[src/rtl/march_bist.sv]
// march_bist: March C- built-in self-test controller for one single-port
// synchronous RAM (read data returned one cycle after mem_re).
//
// Sequence: M0 up(w D0), M1 up(r D0,w D1), M2 up(r D1,w D0),
//           M3 down(r D0,w D1), M4 down(r D1,w D0), M5 down(r D0),
//           then one DRAIN cycle for the final compare, then DONE.
//
// Ports:
//   clk, reset       clock, synchronous active-high reset
//   start            begin a test (accepted in IDLE or DONE only)
//   mem_addr/wdata   registered RAM address / write data
//   mem_we/mem_re    registered RAM write / read enables
//   mem_rdata        RAM read data, valid the cycle after mem_re
//   busy             op cycles through the drain cycle
//   done, pass       test complete / no mismatches seen
//   err_count        saturating mismatch count
//   fail_addr/data   address and read data of the first mismatch
module march_bist #(
  parameter int unsigned ADDR_W = 8,
  parameter int unsigned DATA_W = 8,
  parameter int unsigned ERR_W  = 16
) (
  input  logic              clk,
  input  logic              reset,
  input  logic              start,
  output logic [ADDR_W-1:0] mem_addr,
  output logic [DATA_W-1:0] mem_wdata,
  output logic              mem_we,
  output logic              mem_re,
  input  logic [DATA_W-1:0] mem_rdata,
  output logic              busy,
  output logic              done,
  output logic              pass,
  output logic [ERR_W-1:0]  err_count,
  output logic [ADDR_W-1:0] fail_addr,
  output logic [DATA_W-1:0] fail_data
);

  typedef enum logic [3:0] {IDLE, M0, M1, M2, M3, M4, M5, DRAIN, DONE} state_t;

  function automatic logic [DATA_W-1:0] pat_d0();
    logic [DATA_W-1:0] p;
    for (int unsigned i = 0; i < DATA_W; i++) p[i] = ((i % 2) == 0);
    return p;
  endfunction

  localparam logic [DATA_W-1:0] D0       = pat_d0();
  localparam logic [DATA_W-1:0] D1       = ~D0;
  localparam logic [ADDR_W-1:0] ADDR_MAX = '1;

  state_t            state, state_n;
  logic [ADDR_W-1:0] addr, addr_n;
  logic              phase, phase_n;   // 0: read half, 1: write half
  logic              we_n, re_n;
  logic [DATA_W-1:0] wdata_n, exp_n;

  // Expected data travels with the read op, then one more stage to line
  // up with mem_rdata.
  logic [DATA_W-1:0] rd_exp;
  logic              cmp_valid;
  logic [DATA_W-1:0] cmp_data;
  logic [ADDR_W-1:0] cmp_addr;
  logic              mismatch;
  logic              start_hit;

  assign mem_addr  = addr;
  assign mismatch  = cmp_valid && (mem_rdata != cmp_data);
  assign start_hit = start && ((state == IDLE) || (state == DONE));

  // State register plus datapath registers
  always_ff @(posedge clk) begin
    if (reset) begin
      state     <= IDLE;
      addr      <= '0;
      phase     <= 1'b0;
      mem_we    <= 1'b0;
      mem_re    <= 1'b0;
      mem_wdata <= '0;
      rd_exp    <= '0;
      cmp_valid <= 1'b0;
      cmp_data  <= '0;
      cmp_addr  <= '0;
      busy      <= 1'b0;
      done      <= 1'b0;
      pass      <= 1'b0;
      err_count <= '0;
      fail_addr <= '0;
      fail_data <= '0;
    end else begin
      state     <= state_n;
      addr      <= addr_n;
      phase     <= phase_n;
      mem_we    <= we_n;
      mem_re    <= re_n;
      mem_wdata <= wdata_n;
      rd_exp    <= exp_n;
      cmp_valid <= mem_re;
      cmp_data  <= rd_exp;
      cmp_addr  <= addr;
      busy      <= (state_n != IDLE) && (state_n != DONE);
      done      <= (state_n == DONE);
      if (start_hit) begin
        pass      <= 1'b0;
        err_count <= '0;
        fail_addr <= '0;
        fail_data <= '0;
      end else if (mismatch) begin
        if (err_count != '1) err_count <= err_count + 1'b1;
        if (err_count == '0) begin
          fail_addr <= cmp_addr;
          fail_data <= mem_rdata;
        end
      end
      // The last M5 read is still being compared during DRAIN, so fold it in.
      if (state == DRAIN) pass <= (err_count == '0) && !mismatch;
    end
  end

  // Next-state / address sequencing
  always_comb begin
    state_n = state;
    addr_n  = addr;
    phase_n = phase;
    unique case (state)
      IDLE, DONE: begin
        if (start) begin
          state_n = M0;
          addr_n  = '0;
          phase_n = 1'b0;
        end
      end
      M0: begin
        if (addr == ADDR_MAX) begin
          state_n = M1;
          addr_n  = '0;
        end else begin
          addr_n = addr + 1'b1;
        end
      end
      M1, M2: begin
        phase_n = ~phase;
        if (phase) begin
          if (addr == ADDR_MAX) begin
            state_n = (state == M1) ? M2 : M3;
            addr_n  = (state == M1) ? '0 : ADDR_MAX;
          end else begin
            addr_n = addr + 1'b1;
          end
        end
      end
      M3, M4: begin
        phase_n = ~phase;
        if (phase) begin
          if (addr == '0) begin
            state_n = (state == M3) ? M4 : M5;
            addr_n  = ADDR_MAX;
          end else begin
            addr_n = addr - 1'b1;
          end
        end
      end
      M5: begin
        if (addr == '0) state_n = DRAIN;
        else            addr_n  = addr - 1'b1;
      end
      DRAIN:   state_n = DONE;
      default: state_n = IDLE;
    endcase
  end

  // Op decode for the cycle being entered (registered onto mem_* above)
  always_comb begin
    we_n    = 1'b0;
    re_n    = 1'b0;
    wdata_n = '0;
    exp_n   = '0;
    unique case (state_n)
      M0: begin we_n = 1'b1; wdata_n = D0; end
      M1: if (phase_n) begin we_n = 1'b1; wdata_n = D1; end
          else         begin re_n = 1'b1; exp_n   = D0; end
      M2: if (phase_n) begin we_n = 1'b1; wdata_n = D0; end
          else         begin re_n = 1'b1; exp_n   = D1; end
      M3: if (phase_n) begin we_n = 1'b1; wdata_n = D1; end
          else         begin re_n = 1'b1; exp_n   = D0; end
      M4: if (phase_n) begin we_n = 1'b1; wdata_n = D0; end
          else         begin re_n = 1'b1; exp_n   = D1; end
      M5: begin re_n = 1'b1; exp_n = D0; end
      default: ;
    endcase
  end

endmodule

[config.mk]
export PLATFORM = sky130hd
export DESIGN_NAME = march_bist
export DESIGN_NICKNAME = d
export VERILOG_FILES = /design/src/rtl/march_bist.sv
export SDC_FILE = /design/constraint.sdc
export NUM_CORES = 1
export LEC_CHECK = 0
export ABC_AREA = 1
export CORE_MARGIN = 2
export CORE_UTILIZATION = 40
export DETAILED_ROUTE_END_ITERATION = 8
export GPL_ROUTABILITY_DRIVEN = 0
export PLACE_DENSITY = 0.6
export SLEW_MARGIN = 0
export SYNTH_ARGS = -nofsm -noshare
export SYNTH_HDL_FRONTEND = slang
export SYNTH_SLANG_ARGS = --single-unit
[constraint.sdc]
create_clock -name clk -period 2.1 [get_ports clk]
set_clock_uncertainty 0.15 [all_clocks]
set_input_delay 0.21 -clock clk [delete_from_list [all_inputs] [get_ports clk]]
set_output_delay 0.21 -clock clk [all_outputs]
set_load 0.005 [all_outputs]
==> results of run 1 <==
[path summary, 6_finish.rpt]
| check | from | end | slack, ps | cells after the start |
|---|---|---|---|---|
| hold / removal | rd_exp[5] | cmp_data[5] | 260 | 2 |
| setup / recovery | mem_rdata[3] | err_count[2] | 180 | 11 |
| hold reg to reg | rd_exp[5] | cmp_data[5] | 260 | 2 |
| setup reg to reg | mem_addr[0] | rd_exp[6] | 200 | 13 |
[worst min-delay path: cells and delay by family, from the launching register on]
kind	cells	cell delay, ps
buffers and inverters	1	40
DFF	1	300
and+or+nand+nor	1	30
[kinds of logic after synthesis]
| kind of cell | Yosys count | share of synthesized area, % |
|---|---|---|
| buf+inv | 82 | 10.3 |
| flops | 65 | 38.5 |
| compound gates | 73 | 11.8 |
| fa+ha+maj | 4 | 1.48 |
| xor+xnor | 14 | 3.63 |
| simple gates | 249 | 34.3 |
[sequential cells by signal, summed over array words and instances, names as in the netlist]
register / flops
pass: 1
cmp_addr: 8
mem_wdata: 2
state: 4
rd_exp: 2
phase: 1
busy: 1
fail_addr: 8
cmp_valid: 1
mem_we: 1
fail_data: 8
done: 1
mem_addr: 8
mem_re: 1
err_count: 16
cmp_data: 2
[area by class of cell]
type	count	area, sq um	area share, %
Multi-Input combinational cell	341	1780	38.3
Sequential cell	65	1310	28.1
Timing Repair Buffer	111	991	21.3
Inverter	62	233	5.00
Tap cell	105	131	2.82
Clock buffer	9	124	2.66
Clock inverter	7	82.6	1.78
[placed cells by master (no fill, tap or decap), types with 5 or more instances in the layout]
cell,count
nand3_1,22
nand4_1,16
nand2_4,5
clkdlybuf4s50_1,63
nor3_1,16
nor2_2,8
xor2_1,12
nor2_1,61
inv_2,8
o21ai_0,30
buf_4,48
dfxtp_1,63
nand2_1,102
clkbuf_8,9
inv_1,52
nand2_2,5
a21oi_1,29
[synth_stat cells (7+ instances only)]
cell / instances / share of area [%]
nand2_1: 102 / 11
nand3_1: 23 / 3.4
buf_4: 7 / 1.6
o21ai_0: 30 / 4.4
nor2_2: 9 / 1.7
nand2_2: 7 / 1.3
xor2_1: 12 / 3.1
nand4_1: 16 / 3.0
inv_1: 52 / 5.8
a21oi_1: 29 / 4.3
dfxtp_1: 65 / 38
nor3_1: 16 / 2.4
nor2_1: 62 / 6.9
inv_2: 8 / 0.89
[routing by layer]
| layer | vias to the layer above | track usage, % |
|---|---|---|
| met5 | - | 0 |
| met1 | 1552 | 26.6 |
| met4 | 0 | 5.60 |
| met3 | 10 | 5.40 |
| li1 | 1773 | - |
| met2 | 72 | 33.1 |
[through the flow]
step | hold WS (ps) | area [sq um] | setup slack (ps)
after floorplan | 144 | 3380 | 347
after global placement | 248 | 4380 | -274
after detailed placement | 250 | 4380 | -343
after CTS | 266 | 4590 | 48.2
after global routing | 287 | 4650 | -21.9
final | 262 | 4650 | 182
[power by group]
part | internal [mW] | leakage, nW | total, mW | switching [mW]
Clock | 0.569 | 0.0988 | 1.14 | 0.569
Sequential | 1.24 | 0.526 | 1.24 | 0.00644
Combinational | 0.0774 | 1.42 | 0.170 | 0.0923
[repair_timing]
item                                    4_1_cts  5_1_grt
pin swaps                                     0        3
cloned                                        0        1
endpoints found under the setup margin       16       19
buffers inserted                              0        1
resized for setup                             2       10
==> flow_metrics.py, run 1 <==
metrics = {
    "critical_path": {
        "cp.buffers_inverters": 3,
        "end_kind": "register",
        "worstSetupPathType": "input pin to register",
        "crit_chain": "clkdlybuf4s50_1 > nand4_1 > o21ai_0 > nand2_1 > nand2_1 > buf_4 > inv_1 > nand2_4 > o21ai_0 > nand2_1 > nor2_1",
        "critical-path-slowest-cell": "clkdlybuf4s50_1",
        "cp.required_ps": 2200,
        "cp_max_fo": 17,
        "startpoint_type": "input pin",
        "cp_common_cell": "nand2_1",
        "cp_slowest_stage_delay_ps": 510,
        "cp_data_arrival_time_ps": 2020,
        "critPathTopFamily": "buffers and inverters",
    },
    "die": {
        "boundaryPins": 64,
        "dieHeight_microns": 95.9,
        "start_util_pct": 41.1,
        "num_rows": 33,
        "die_x_microns": 95.9,
        "dieArea_sq_um": 9200,
        "core_sq_um": 8220,
    },
    "placed_design": {
        "dp_cells": 682,
        "hpwlAfterDp_mm": 6.61,
        "place.port_buffers": 63,
    },
    "grt": {
        "grt_pass1_vias": 3086,
        "grtUsageTotal_pct": 20.3,
        "grt_max_degree": 24,
        "grt_pass1_wl_mm": 14.4,
        "antenna_found_initial": 0,
        "grt_overflow_total": 0,
    },
    "timing": {
        "final.min_clock_period_ps": 1920,
        "setup_viol": 0,
        "slew_violations": 0,
        "timing.setup.tns_ps": 0,
        "period_share_pct": 91.3,
        "hold_violations": 0,
        "tightestPinTransition_ps": 509,
        "relSlewSlack_pct": 66.0,
        "max_freq_mhz": 521,
    },
    "clocking": {
        "cts_made_buffers": 9,
        "cts_tree": "yes",
        "cts_max_level": 3,
        "clock_latency_ps": 360,
        "cts_sinks": 65,
        "ctsHoldBuffers": 0,
        "cts_max_path_buffers": 2,
        "clkTransAtPathRegs_ps": 80,
        "root_buffer": "clkbuf_8",
    },
    "drt": {
        "drt-initial-drc-count": 136,
        "ant_nets": 0,
        "wl_met1_mm": 4.23,
        "highest_layer": "met4",
        "drc": 0,
        "wire_per_inst_microns": 12.9,
        "drtPass1Iterations": 4,
        "wl_met3_microns": 477,
        "routed_wl_mm": 9.03,
        "avgViaCountPerCell": 4.87,
        "routed-via-count": 3407,
        "met2_wirelength_mm": 4.23,
    },
    "logic_synthesis": {
        "async_flop_share_pct": 0,
        "synthCells": 487,
        "ys_seq_elements": 65,
        "ys_warn_count": 0,
        "yosys_most_used_dff": "dfxtp_1",
        "synth_area_sq_um": 3380,
        "synth_nets": 502,
        "avgSynthCellArea_sq_um": 6.94,
        "synth_edf_count": 0,
        "synth_cell_types": 37,
        "seq_area_frac_synth_pct": 38.5,
    },
    "layout": {
        "drive_gt1_share_pct": 17.8,
        "postLayoutCoreUtil_pct": 56.6,
        "fin_cells": 700,
        "nets": 605,
        "synthToLayoutAreaGrowth_pct": 37.6,
        "num_antenna_cells": 0,
        "n_fill_cell": 797,
    },
    "power_and_ir_drop": {
        "ir_drop_mv": 0.342,
        "p_leak_nw": 2.05,
        "total_power_mw": 2.55,
        "cellPowerDensity_nw_per_um2": 549,
    },
    "hold_path": {
        "hold_path_class": "register to register",
    },
    "run": {
        "cap_violations": 0,
    },
    "status": {
        "status": "finished, final reports clean",
    },
}
No activity file was read; power rests on OpenSTA's default activity.
==> run 2, diff against run 1 <==
--- a/config.mk
+++ b/config.mk
@@ -6,6 +6,7 @@
 export NUM_CORES = 1
 export LEC_CHECK = 0
 export ABC_AREA = 1
+export CAP_MARGIN = 20
 export CORE_MARGIN = 2
 export CORE_UTILIZATION = 40
 export DETAILED_ROUTE_END_ITERATION = 8
==> constraint.sdc (replaced) <==
create_clock -name clk -period 2.1 [get_ports clk]
set_clock_uncertainty 0.15 [all_clocks]
set_input_delay 0.21 -clock clk [delete_from_list [all_inputs] [get_ports clk]]
set_output_delay 0.21 -clock clk [all_outputs]
set_load 0.01 [all_outputs]
==> results of run 2 <==
The final DEF is identical to that of run 1. Status: finished, final reports clean.
Among the figures that moved: total power 2.55 mW -> 2.56 mW
